### src/rtl/la_iocut_seq_pkg.sv
// Shared state encoding for the io-ring cut-cell power sequencer.
package la_iocut_seq_pkg;

    localparam int STATE_W = 3;

    typedef enum logic [STATE_W-1:0] {
        ST_IDLE  = 3'd0,
        ST_UP    = 3'd1,
        ST_READY = 3'd2,
        ST_DOWN  = 3'd3,
        ST_FAULT = 3'd4
    } state_t;

endpackage

### src/rtl/la_iocut_seq_cnt.sv
// Loadable settle down-counter; holds at zero instead of wrapping.
module la_iocut_seq_cnt
    import la_iocut_seq_pkg::*;
#(
    parameter int CNTW = 8
) (
    input  logic            i_clk,
    input  logic            i_nreset,
    input  logic            i_load,
    input  logic [CNTW-1:0] i_load_val,
    output logic            o_zero
);

    logic [CNTW-1:0] r_cnt;

    always_ff @(posedge i_clk or negedge i_nreset) begin
        if (!i_nreset) begin
            r_cnt <= '0;
        end else if (i_load) begin
            r_cnt <= i_load_val;
        end else if (r_cnt != '0) begin
            r_cnt <= r_cnt - 1'b1;
        end
    end

    assign o_zero = (r_cnt == '0);

endmodule

### src/rtl/la_iocut_seq.sv
// Power-up/down sequencer for io-ring segments separated by cut cells.
// Define LA_IOCUT_PGCHK_EN to enable power-good checking and the FAULT state.
module la_iocut_seq
    import la_iocut_seq_pkg::*;
#(
    parameter     PROP = "DEFAULT",
    parameter     SIDE = "NO",
    parameter int NSEG = 4,
    parameter int CNTW = 8
) (
    input  logic            clk,
    input  logic            nreset,
    input  logic            en,
    input  logic [CNTW-1:0] settle,
    input  logic [NSEG-1:0] seg_pg,
    output logic [NSEG-1:0] seg_en,
    output logic [NSEG-1:0] seg_iso,
    output logic            ready,
    output logic            fault,
    output logic [NSEG-1:0] fault_mask
);

    state_t          r_state;
    state_t          w_state_nxt;
    logic [NSEG-1:0] r_seg_en;
    logic [NSEG-1:0] w_seg_en_nxt;
    logic [NSEG-1:0] r_fault_mask;
    logic [NSEG-1:0] w_mask_nxt;
    logic            w_cnt_load;
    logic            w_cnt_zero;
    logic [NSEG-1:0] w_top;
    logic            w_up_fail;
    logic [NSEG-1:0] w_rdy_fail;
    logic            w_unused_cfg;

    assign w_unused_cfg = ^{PROP, SIDE};

    la_iocut_seq_cnt #(
        .CNTW(CNTW)
    ) u_cnt (
        .i_clk     (clk),
        .i_nreset  (nreset),
        .i_load    (w_cnt_load),
        .i_load_val(settle),
        .o_zero    (w_cnt_zero)
    );

    // One-hot marker of the segment currently being brought up (top enabled bit).
    assign w_top = r_seg_en & ~(r_seg_en >> 1);

`ifdef LA_IOCUT_PGCHK_EN
    assign w_up_fail  = ((seg_pg & w_top) == '0);
    assign w_rdy_fail = r_seg_en & ~seg_pg;
    assign fault      = (r_state == ST_FAULT);
    assign fault_mask = r_fault_mask;
`else
    logic w_unused_pg;
    assign w_unused_pg = ^{seg_pg, r_fault_mask};
    assign w_up_fail   = 1'b0;
    assign w_rdy_fail  = '0;
    assign fault       = 1'b0;
    assign fault_mask  = '0;
`endif

    always_ff @(posedge clk or negedge nreset) begin
        if (!nreset) begin
            r_state      <= ST_IDLE;
            r_seg_en     <= '0;
            r_fault_mask <= '0;
        end else begin
            r_state      <= w_state_nxt;
            r_seg_en     <= w_seg_en_nxt;
            r_fault_mask <= w_mask_nxt;
        end
    end

    always_comb begin
        w_state_nxt  = r_state;
        w_seg_en_nxt = r_seg_en;
        w_mask_nxt   = r_fault_mask;
        w_cnt_load   = 1'b0;
        case (r_state)
            ST_IDLE: begin
                if (en) begin
                    w_seg_en_nxt = NSEG'(1);
                    w_cnt_load   = 1'b1;
                    w_state_nxt  = ST_UP;
                end
            end
            ST_UP: begin
                if (!en) begin
                    w_cnt_load  = 1'b1;
                    w_state_nxt = ST_DOWN;
                end else if (w_cnt_zero) begin
                    if (w_up_fail) begin
                        w_seg_en_nxt = '0;
                        w_mask_nxt   = w_top;
                        w_state_nxt  = ST_FAULT;
                    end else if (r_seg_en[NSEG-1]) begin
                        w_state_nxt = ST_READY;
                    end else begin
                        w_seg_en_nxt = (r_seg_en << 1) | NSEG'(1);
                        w_cnt_load   = 1'b1;
                    end
                end
            end
            ST_READY: begin
                if (!en) begin
                    w_cnt_load  = 1'b1;
                    w_state_nxt = ST_DOWN;
                end else if (|w_rdy_fail) begin
                    w_seg_en_nxt = '0;
                    w_mask_nxt   = w_rdy_fail;
                    w_state_nxt  = ST_FAULT;
                end
            end
            ST_DOWN: begin
                // en is deliberately not looked at until the ring is fully off.
                if (w_cnt_zero) begin
                    w_seg_en_nxt = r_seg_en >> 1;
                    if ((r_seg_en >> 1) == '0) begin
                        w_state_nxt = ST_IDLE;
                    end else begin
                        w_cnt_load = 1'b1;
                    end
                end
            end
            ST_FAULT: begin
                w_seg_en_nxt = '0;
                if (!en) begin
                    w_mask_nxt  = '0;
                    w_state_nxt = ST_IDLE;
                end
            end
            default: begin
                w_seg_en_nxt = '0;
                w_mask_nxt   = '0;
                w_state_nxt  = ST_IDLE;
            end
        endcase
    end

    assign seg_en  = r_seg_en;
    assign seg_iso = (r_state == ST_READY) ? '0 : '1;
    assign ready   = (r_state == ST_READY);

endmodule

### config.mk
export PLATFORM = sky130hd
export DESIGN_NAME = la_iocut_seq
export DESIGN_NICKNAME = d
export VERILOG_FILES = /design/src/rtl/la_iocut_seq_pkg.sv /design/src/rtl/la_iocut_seq_cnt.sv /design/src/rtl/la_iocut_seq.sv
export SDC_FILE = /design/constraint.sdc
export NUM_CORES = 1
export LEC_CHECK = 0
export CAP_MARGIN = 10
export CORE_MARGIN = 5
export CORE_UTILIZATION = 40
export CTS_BUF_LIST = sky130_fd_sc_hd__clkbuf_4 sky130_fd_sc_hd__clkbuf_8
export DETAILED_ROUTE_END_ITERATION = 12
export PLACE_DENSITY = 0.69
export SKIP_CTS_REPAIR_TIMING = 1
export SLEW_MARGIN = 20
export SYNTH_ARGS = -nofsm -noshare
export SYNTH_HDL_FRONTEND = slang
export SYNTH_HIERARCHICAL = 1
export SYNTH_SLANG_ARGS = --single-unit
### constraint.sdc
create_clock -name clk -period 6.8 [get_ports clk]
set_input_delay 1.02 -clock clk [delete_from_list [all_inputs] [get_ports clk]]
set_output_delay 1.02 -clock clk [all_outputs]
set_load 0.05 [all_outputs]
==> impl_metrics.py, run 1 <==
metrics = {
    "run_status": {
        "outcome": "completed",
    },
    "synth": {
        "yosysTopAreaCell": "dfrtp_1",
        "syn_area_um2": 1036,
        "ys_ff_latch": 14,
        "synth-edff-count": 0,
        "ys_types": 41,
        "netlist.area_leader.share_pct": 33.82,
        "ys_warn_count": 6,
        "ys_seq_area_share_pct": 33.82,
        "synth_ff_type": "dfrtp_1",
        "syn_avg_cell_area_um2": 9.418,
        "synth_area_leaders": "dfrtp_1, ha_1, mux2_4",
        "async_reset_ff_share_pct": 100.0,
        "synth_cells": 110,
    },
    "sta": {
        "hold_viol": 0,
        "fin_crit_ns": 3.174,
        "tns_ns": 0,
        "worst_pin_slew_ns": 0.9028,
        "slew_headroom_pct": 39.55,
        "max_freq_mhz": 315.0,
        "drv_slew": 0,
        "rsz0062_at_grt": "false",
        "fin_crit_sh_pct": 46.68,
        "finalSetupViolCount": 0,
        "finalClockSkew_ns": 0.004268,
    },
    "hold_path": {
        "holdPathEnd": "seg_en[0]",
        "hold_class": "flop to flop",
        "min_from": "seg_en[0]",
        "worstHoldPathCells": 1,
    },
    "placement": {
        "placed_cells": 153,
        "post_dp_cell_area_um2": 1205,
        "dp_hpwl_um": 1653,
        "gp_congestion": 0.7991,
        "port_buffers": 19,
    },
    "detailed_routing": {
        "drt-vias-per-instance": 5.446,
        "postRouteAntennaNets": 0,
        "route.detailed.drc": 0,
        "drtPass1Iterations": 4,
        "first_iter_violations": 33,
        "vias": 855,
        "routed_wl_um": 2188,
        "wl_per_cell_um": 13.94,
    },
    "clock_network": {
        "clockBufferDepth": 2,
        "cts_max_level": 1,
        "clock-sinks": 14,
        "numCtsBuffers": 3,
        "clk_latency_ns": 0.27,
        "cts_tree": "yes",
        "clkTransAtPathRegs_ns": 0.09,
        "cts-root-buf": "clkbuf_4",
    },
    "floorplan": {
        "die_x_um": 60.89,
        "initial_utilization_pct": 41.82,
        "dieArea_um2": 3708,
        "fp.dieH_um": 60.89,
        "row_count": 18,
        "coreArea_um2": 2477,
        "ios": 29,
    },
    "grt": {
        "antenna_found_initial": 0,
        "first_global_vias": 914,
        "grt_max_degree": 15,
        "gr-usage-all-layers_pct": 13.23,
        "grt_pass1_wl_um": 3643,
        "grt_overflow_total": 0,
    },
    "power_and_ir_drop": {
        "irDropWorstVdd_v": 0.0003422,
        "p_per_area_nw_per_um2": 516.1,
        "p_leak_nw": 0.5249,
        "finalPower_mw": 0.6406,
    },
    "setup_path": {
        "r2r_start": "u_cnt/r_cnt[0]",
        "critPathLaunchType": "flop",
        "arrival_ns": 2.15,
        "path_class": "flop to output pin",
        "reg2reg_depth": 9,
        "crit_path_cell_trace": "inv_1 -> ha_1 -> inv_1 -> clkdlybuf4s50_1",
        "rrSetupSlack_ns": 3.81,
        "cp_max_fo": 6,
        "cpMaxStageDelayCell": "clkdlybuf4s50_1",
        "slowest_delay_ns": 0.84,
        "end_kind": "output pin",
        "cp_common_cell": "inv_1",
        "required_ns": 5.78,
        "r2r_end": "u_cnt/r_cnt[6]",
    },
    "layout": {
        "final_cell_area_um2": 1241,
        "area_growth_pct": 19.81,
        "final_layout_size_suffix_gt1_share_pct": 10.24,
        "diodes": 0,
        "final_cells": 157,
        "final_net_count": 150,
    },
    "flow_run": {
        "maxCapViolCount": 0,
    },
}
Yosys cell counts, drive strengths merged, types with 3 or more instances:
library cell and number:
dfrtp 14, nor2 9, buf 8, inv 8, ha 7, nand2 7
a21oi 6, mux2 5, o21ai 4, nor3 3, o31ai 3
through the flow:
step / util, % / setup WS (ns) / hold slack [ns]
6_report: 50.10 / 3.626 / 0.5522
2_1_floorplan: - / 3.984 / 0.5536
3_5_place_dp: 48.64 / 3.788 / 0.5315
4_1_cts: 50.10 / 3.593 / 0.5587
5_1_grt: 50.10 / 3.449 / 0.5921
3_3_place_gp: 48.64 / 3.829 / 0.5258
area by class of cell:
class	count	area [um2]
inverter	8	30.03
fill	249	1236
tap	30	37.54
multi-input combinational	82	596.8
timing repair buffer	19	190.2
sequential	14	350.3
clock buffer	4	36.28
metal layers:
metal | track usage [%] | up-vias | wire, um
met3 | 3.191 | 2 | 119
met4 | 5.882 | 0 | 10
met5 | 0 | - | 0
li1 | - | 423 | -
met1 | 14.51 | 408 | 963
met2 | 23.97 | 22 | 1094
worst max-delay path: cells and delay by family, from the launching register on:
family / cells / cell delay (ns)
buffers and inverters: 3 / 1.13
flip-flops: 1 / 0.47
adder cells (fa/ha/maj): 1 / 0.27
report_power, final:
part	total (mW)	switching (mW)	leakage [nW]	internal, mW
clock network	0.0598	0.0273	0.0210	0.0325
logic	0.409	0.233	0.333	0.176
registers	0.172	0.0504	0.171	0.121
total	0.641	0.311	0.525	0.330
registers in the layout, indices dropped and copies added, names as in the netlist:
name / count
seg_en: 4
r_state: 2
u_cnt/r_cnt: 8
placed cells by master, fill, tap and decap left out, types with 3 or more instances in the layout:
cell type and n:
a21oi_1 5, conb_1 5, clkbuf_4 3, nor2_1 9
o31ai_1 3, inv_1 8, dfrtp_1 14, clkdlybuf4s50_1 19
nor3_1 3, ha_1 7, mux2_4 5, o21ai_0 4
nand2_1 7
how the worst max path moves through the flow:
stage,startpoint,endpoint,slack (ns),cells after the start
floorplan,r_state[0],seg_iso[1],3.98,4
global route,r_state[0],seg_iso[1],3.45,4
finish,r_state[0],seg_iso[1],3.63,4
detailed placement,en,u_cnt/r_cnt[6],3.79,5
CTS,r_state[0],seg_iso[1],3.59,4
global placement,en,u_cnt/r_cnt[6],3.83,5
logic make-up after synthesis:
| kind of cell | Yosys count | share of synthesized area, % |
|---|---|---|
| XOR/XNOR | 1 | 0.8456 |
| AO/OA/AOI/OAI | 29 | 19.57 |
| adder cells (fa/ha/maj) | 7 | 8.454 |
| multiplexers | 6 | 8.212 |
| other | 1 | 0.3620 |
| AND/OR/NAND/NOR | 34 | 18.72 |
| buffers and inverters | 18 | 10.02 |
| flip-flops | 14 | 33.82 |
No activity file was read; power rests on OpenSTA's default activity.
==> inputs of run 2 (changes only) <==
clock period = 3.01 ns   (was 6.8 ns; I/O delays follow)
==> impl_metrics.py, run 2 (synthesis gave the netlist of run 1 again) <==
metrics = {
    "run_status": {
        "outcome": "completed",
    },
    "detailed_routing": {
        "vias": 877,
        "routed_wl_um": 2268,
        "postRouteAntennaNets": 0,
        "drtPass1Iterations": 4,
        "first_iter_violations": 22,
        "route.detailed.drc": 0,
        "drt-vias-per-instance": 5.551,
        "wl_per_cell_um": 14.35,
    },
    "setup_path": {
        "crit_path_cell_trace": "inv_1 -> ha_1 -> or3b_1 -> nor2_1 -> o21ai_0 -> o211ai_1 -> inv_1 -> a221oi_1",
        "reg2reg_depth": 8,
        "r2r_start": "u_cnt/r_cnt[0]",
        "cpMaxStageDelayCell": "or3b_1",
        "slowest_delay_ns": 0.47,
        "arrival_ns": 2.92,
        "critPathLaunchType": "flop",
        "path_class": "flop to flop",
        "required_ns": 3.19,
        "r2r_end": "u_cnt/r_cnt[5]",
        "rrSetupSlack_ns": 0.27,
        "end_kind": "flop",
        "cp_max_fo": 7,
        "cp_common_cell": "inv_1",
    },
    "grt": {
        "grt_max_degree": 15,
        "busiest_layer": "met2",
        "gr-usage-all-layers_pct": 13.66,
        "grt_overflow_total": 0,
        "grt_use_met2_pct": 23.21,
        "antenna_found_initial": 0,
        "grt_use_met1_pct": 16.67,
        "use_met3_pct": 2.553,
        "grt_pass1_wl_um": 3795,
        "first_global_vias": 895,
    },
    "placement": {
        "port_buffers": 19,
        "dp_hpwl_um": 1712,
        "post_dp_cell_area_um2": 1212,
        "gp_congestion": 0.7999,
    },
    "power_and_ir_drop": {
        "p_leak_nw": 0.5300,
        "p_per_area_nw_per_um2": 1176,
        "power_frac_comb_pct": 64.1,
        "internal_power_mw": 0.7542,
        "clockPowerShare_pct": 9.4,
        "net-switching-power_mw": 0.7143,
        "switching_share_pct": 48.64,
        "irDropWorstVdd_v": 0.0009272,
        "seqPwrFrac_pct": 26.5,
    },
    "hold_path": {
        "min_from": "seg_en[0]",
        "worstHoldPathCells": 1,
        "hold_class": "flop to flop",
        "holdPathEnd": "seg_en[0]",
    },
    "layout": {
        "final_cell_mix": "clkdlybuf4s50_1, dfrtp_1, nor2_1",
        "largest_reg_flops": 8,
        "top_register": "u_cnt/r_cnt",
        "final_common_cell": "clkdlybuf4s50_1",
        "final_net_count": 151,
        "final_layout_size_suffix_gt1_share_pct": 10.94,
        "multi_input_area_um2": 596.8,
        "ff_latch_area_um2": 350.3,
        "diodes": 0,
        "area_growth_pct": 20.53,
        "fill_cells": 262,
        "final_cell_area_um2": 1249,
    },
    "clock_network": {
        "cts-root-buf": "clkbuf_4",
        "clockBufferDepth": 2,
        "clk_latency_ns": 0.28,
        "numCtsBuffers": 3,
        "clock-sinks": 14,
        "clkTransAtPathRegs_ns": 0.09,
        "cts_tree": "yes",
        "cts_max_level": 1,
    },
    "sta": {
        "drv_slew": 0,
        "rsz0062_at_grt": "false",
        "hold_viol": 0,
        "tns_ns": 0,
        "worst_pin_slew_ns": 0.6575,
        "finalSetupViolCount": 0,
        "max_freq_mhz": 364.8,
        "fin_crit_ns": 2.741,
        "finalClockSkew_ns": 0.001985,
        "fin_crit_sh_pct": 91.07,
        "slew_headroom_pct": 56.03,
    },
    "floorplan": {
        "row_count": 18,
        "fp.dieH_um": 60.89,
        "coreArea_um2": 2477,
        "die_x_um": 60.89,
        "initial_utilization_pct": 41.82,
        "ios": 29,
        "dieArea_um2": 3708,
    },
    "flow_run": {
        "maxCapViolCount": 0,
    },
}
-- run 2: cell types whose count changed in the layout (fill, tap and decap cells not counted) --
| cell | delta |
|---|---|
| buf_4 | +1 |
-- run 2: worst max-delay path by stage --
stage,startpoint,to,slack (ns),depth (start not counted)
after floorplan,r_state[0],r_state[0],0.57,6
after global placement,u_cnt/r_cnt[0],u_cnt/r_cnt[5],0.37,8
after detailed placement,u_cnt/r_cnt[0],u_cnt/r_cnt[5],0.30,8
after CTS,u_cnt/r_cnt[0],u_cnt/r_cnt[5],0.27,8
after global routing,u_cnt/r_cnt[0],u_cnt/r_cnt[5],0.02,8
final,u_cnt/r_cnt[0],u_cnt/r_cnt[5],0.27,8
-- run 2: layout make-up --
cell class,instances,area share [%]
tap,30,3.006
sequential,14,28.06
clock buffer,4,2.906
timing repair buffer,20,15.83
multi-input combinational,82,47.80
inverter,8,2.405
-- run 2: power by group through the flow --
stage / logic, mW / registers, mW / clock network (mW)
5_1_grt: 1.02 / 0.409 / 0.157
3_5_place_dp: 0.939 / 0.391 / 0
6_report: 0.942 / 0.389 / 0.138
4_1_cts: 0.947 / 0.388 / 0.145
3_3_place_gp: 0.918 / 0.385 / 0
2_1_floorplan: 0.723 / 0.407 / 0
-- run 2: worst max-delay path, delay by kind of cell (launching register included) --
family,cells,cell delay [ns]
buffers and inverters,2,0.30
DFF,1,0.43
adders and majority gates,1,0.23
AOI/OAI and AO/OA,3,0.76
and+or+nand+nor,2,0.92
-- run 2: per-stage QoR --
step	instances	power [mW]	utilization (%)	hold WS (ns)	worst slack, ns
CTS	158	1.480	50.40	0.5672	0.2672
global route	158	1.587	50.40	0.6043	0.01662
global placement	154	1.303	48.94	0.5258	0.3705
detailed placement	154	1.330	48.94	0.5400	0.3048
finish	158	1.469	50.40	0.5587	0.2687
floorplan	114	1.130	-	0.1559	0.5702
-- run 2: metal layers --
metal / up-vias / share of wire, %
li1: 428 / -
met1: 431 / 45
met2: 16 / 50
met3: 2 / 4.6
met4: 0 / 0.31
met5: - / 0
==> inputs of run 3 (changes only) <==
CELL_PAD_IN_SITES_DETAIL_PLACEMENT = 1   (was not set)
CELL_PAD_IN_SITES_GLOBAL_PLACEMENT = 1   (was not set)
CORE_UTILIZATION = 37   (was 40)
PLACE_DENSITY = not set   (was 0.69)
PLACE_DENSITY_LB_ADDON = 0.1   (was not set)
==> impl_metrics.py, run 3 (synthesis gave the netlist of run 1 again) <==
metrics = {
    "layout": {
        "final_common_cell": "clkdlybuf4s50_1",
        "final_cell_area_um2": 1257,
        "fill_cells": 327,
        "final_cell_mix": "clkdlybuf4s50_1, dfrtp_1, nor2_1",
        "top_register": "u_cnt/r_cnt",
        "post-route-util_pct": 46.40,
        "largest_reg_flops": 8,
        "final_net_count": 152,
        "diodes": 0,
        "final_layout_size_suffix_gt1_share_pct": 11.63,
        "area_growth_pct": 21.38,
    },
    "power_and_ir_drop": {
        "p_per_area_nw_per_um2": 1179,
        "p_leak_nw": 0.5354,
        "finalPower_mw": 1.483,
        "irDropWorstVdd_v": 0.0006253,
    },
    "sta": {
        "fin_ws_ns": 0.3074,
        "fin_crit_ns": 2.703,
        "tns_ns": 0,
        "rsz0062_at_grt": "false",
        "fin_crit_sh_pct": 89.79,
        "finalSetupViolCount": 0,
        "hold_viol": 0,
        "worst_pin_slew_ns": 0.6765,
        "slew_headroom_pct": 54.76,
        "drv_slew": 0,
        "finalClockSkew_ns": 0.0005459,
        "max_freq_mhz": 370.0,
    },
    "floorplan": {
        "dieArea_um2": 3958,
        "row_count": 19,
        "coreArea_um2": 2710,
        "initial_utilization_pct": 38.23,
        "fp.dieH_um": 62.92,
        "die_x_um": 62.92,
        "ios": 29,
    },
    "grt": {
        "grt_overflow_total": 0,
        "grt_max_degree": 15,
        "gr-usage-all-layers_pct": 13.76,
        "antenna_found_initial": 0,
        "grt_pass1_wl_um": 4374,
        "first_global_vias": 885,
    },
    "setup_path": {
        "r2r_end": "u_cnt/r_cnt[5]",
        "reg2reg_depth": 8,
        "cp_common_cell": "inv_1",
        "crit_start": "u_cnt/r_cnt[0]",
        "slowest_delay_ns": 0.49,
        "crit_path_cell_trace": "inv_1 -> ha_1 -> or3b_1 -> nor2_1 -> o21ai_0 -> o211ai_1 -> inv_1 -> a221oi_1",
        "path_class": "flop to flop",
        "cpMaxStageDelayCell": "or3b_1",
        "r2r_start": "u_cnt/r_cnt[0]",
        "rrSetupSlack_ns": 0.31,
        "critPathLaunchType": "flop",
        "end_kind": "flop",
        "cp_max_fo": 7,
        "required_ns": 3.19,
        "arrival_ns": 2.88,
    },
    "placement": {
        "post_dp_cell_area_um2": 1221,
        "port_buffers": 19,
        "dp_hpwl_um": 2070,
        "pre_cts_slack_ns": 0.3482,
        "gp_congestion": 0.7715,
    },
    "clock_network": {
        "cts_max_level": 1,
        "numCtsBuffers": 3,
        "clock-sinks": 14,
        "clkTransAtPathRegs_ns": 0.09,
        "clk_latency_ns": 0.27,
        "clockBufferDepth": 2,
        "cts_tree": "yes",
        "cts-root-buf": "clkbuf_4",
    },
    "flow_run": {
        "maxCapViolCount": 0,
    },
    "run_status": {
        "outcome": "completed",
    },
    "hold_path": {
        "hold_class": "input port to async pin",
    },
    "detailed_routing": {
        "postRouteAntennaNets": 0,
        "drt-vias-per-instance": 5.400,
        "vias": 864,
        "first_iter_violations": 40,
        "routed_wl_um": 2594,
        "route.detailed.drc": 0,
        "wl_per_cell_um": 16.21,
        "drtPass1Iterations": 4,
    },
}
run 3: cell types whose count changed in the layout (fill, tap and decap cells not counted), sizes merged:
cell  previous run  this run
buf              1         2
run 3: per-layer routing:
metal	track usage, %	routed length (um)
met5	0	0
met4	3.979	16
met3	3.237	121
met2	22.18	1243
met1	18.11	1212
run 3: area by class of cell:
class | instances | area [um2] | share of cell area, %
well taps | 31 | 38.79 | 3.085
inverters | 8 | 30.03 | 2.388
repair buffers | 21 | 205.2 | 16.32
multi-input cells | 82 | 596.8 | 47.46
clock buffers | 4 | 36.28 | 2.886
flip-flops and latches | 14 | 350.3 | 27.86
run 3: worst max-delay path, delay by kind of cell (launching register included):
kind / cells / cell delay [ns]
AND/OR/NAND/NOR: 2 / 0.85
adder cells (fa/ha/maj): 1 / 0.22
buffers and inverters: 2 / 0.32
flip-flops: 1 / 0.43
AO/OA/AOI/OAI: 3 / 0.78
run 3: worst max-delay path by stage:
| stage | endpoint | slack [ns] | cells past startpoint |
|---|---|---|---|
| after detailed placement | u_cnt/r_cnt[5] | 0.35 | 8 |
| after CTS | u_cnt/r_cnt[5] | 0.31 | 8 |
| final | u_cnt/r_cnt[5] | 0.31 | 8 |
| after floorplan | r_state[0] | 0.57 | 6 |
| after global placement | u_cnt/r_cnt[5] | 0.39 | 8 |
| after global routing | u_cnt/r_cnt[6] | 0.02 | 9 |
run 3: report_power, final:
part / internal [mW] / total (mW) / switching, mW
logic: 0.406 / 0.949 / 0.543
registers: 0.274 / 0.395 / 0.121
clock network: 0.0734 / 0.139 / 0.0655
run 3: per-stage QoR:
stage / hold WS (ns) / std cells
after CTS: 0.5965 / 160
after detailed placement: 0.5771 / 156
after global placement: 0.5416 / 156
after global routing: 0.6037 / 160
final: 0.5782 / 160
after floorplan: 0.1559 / 114
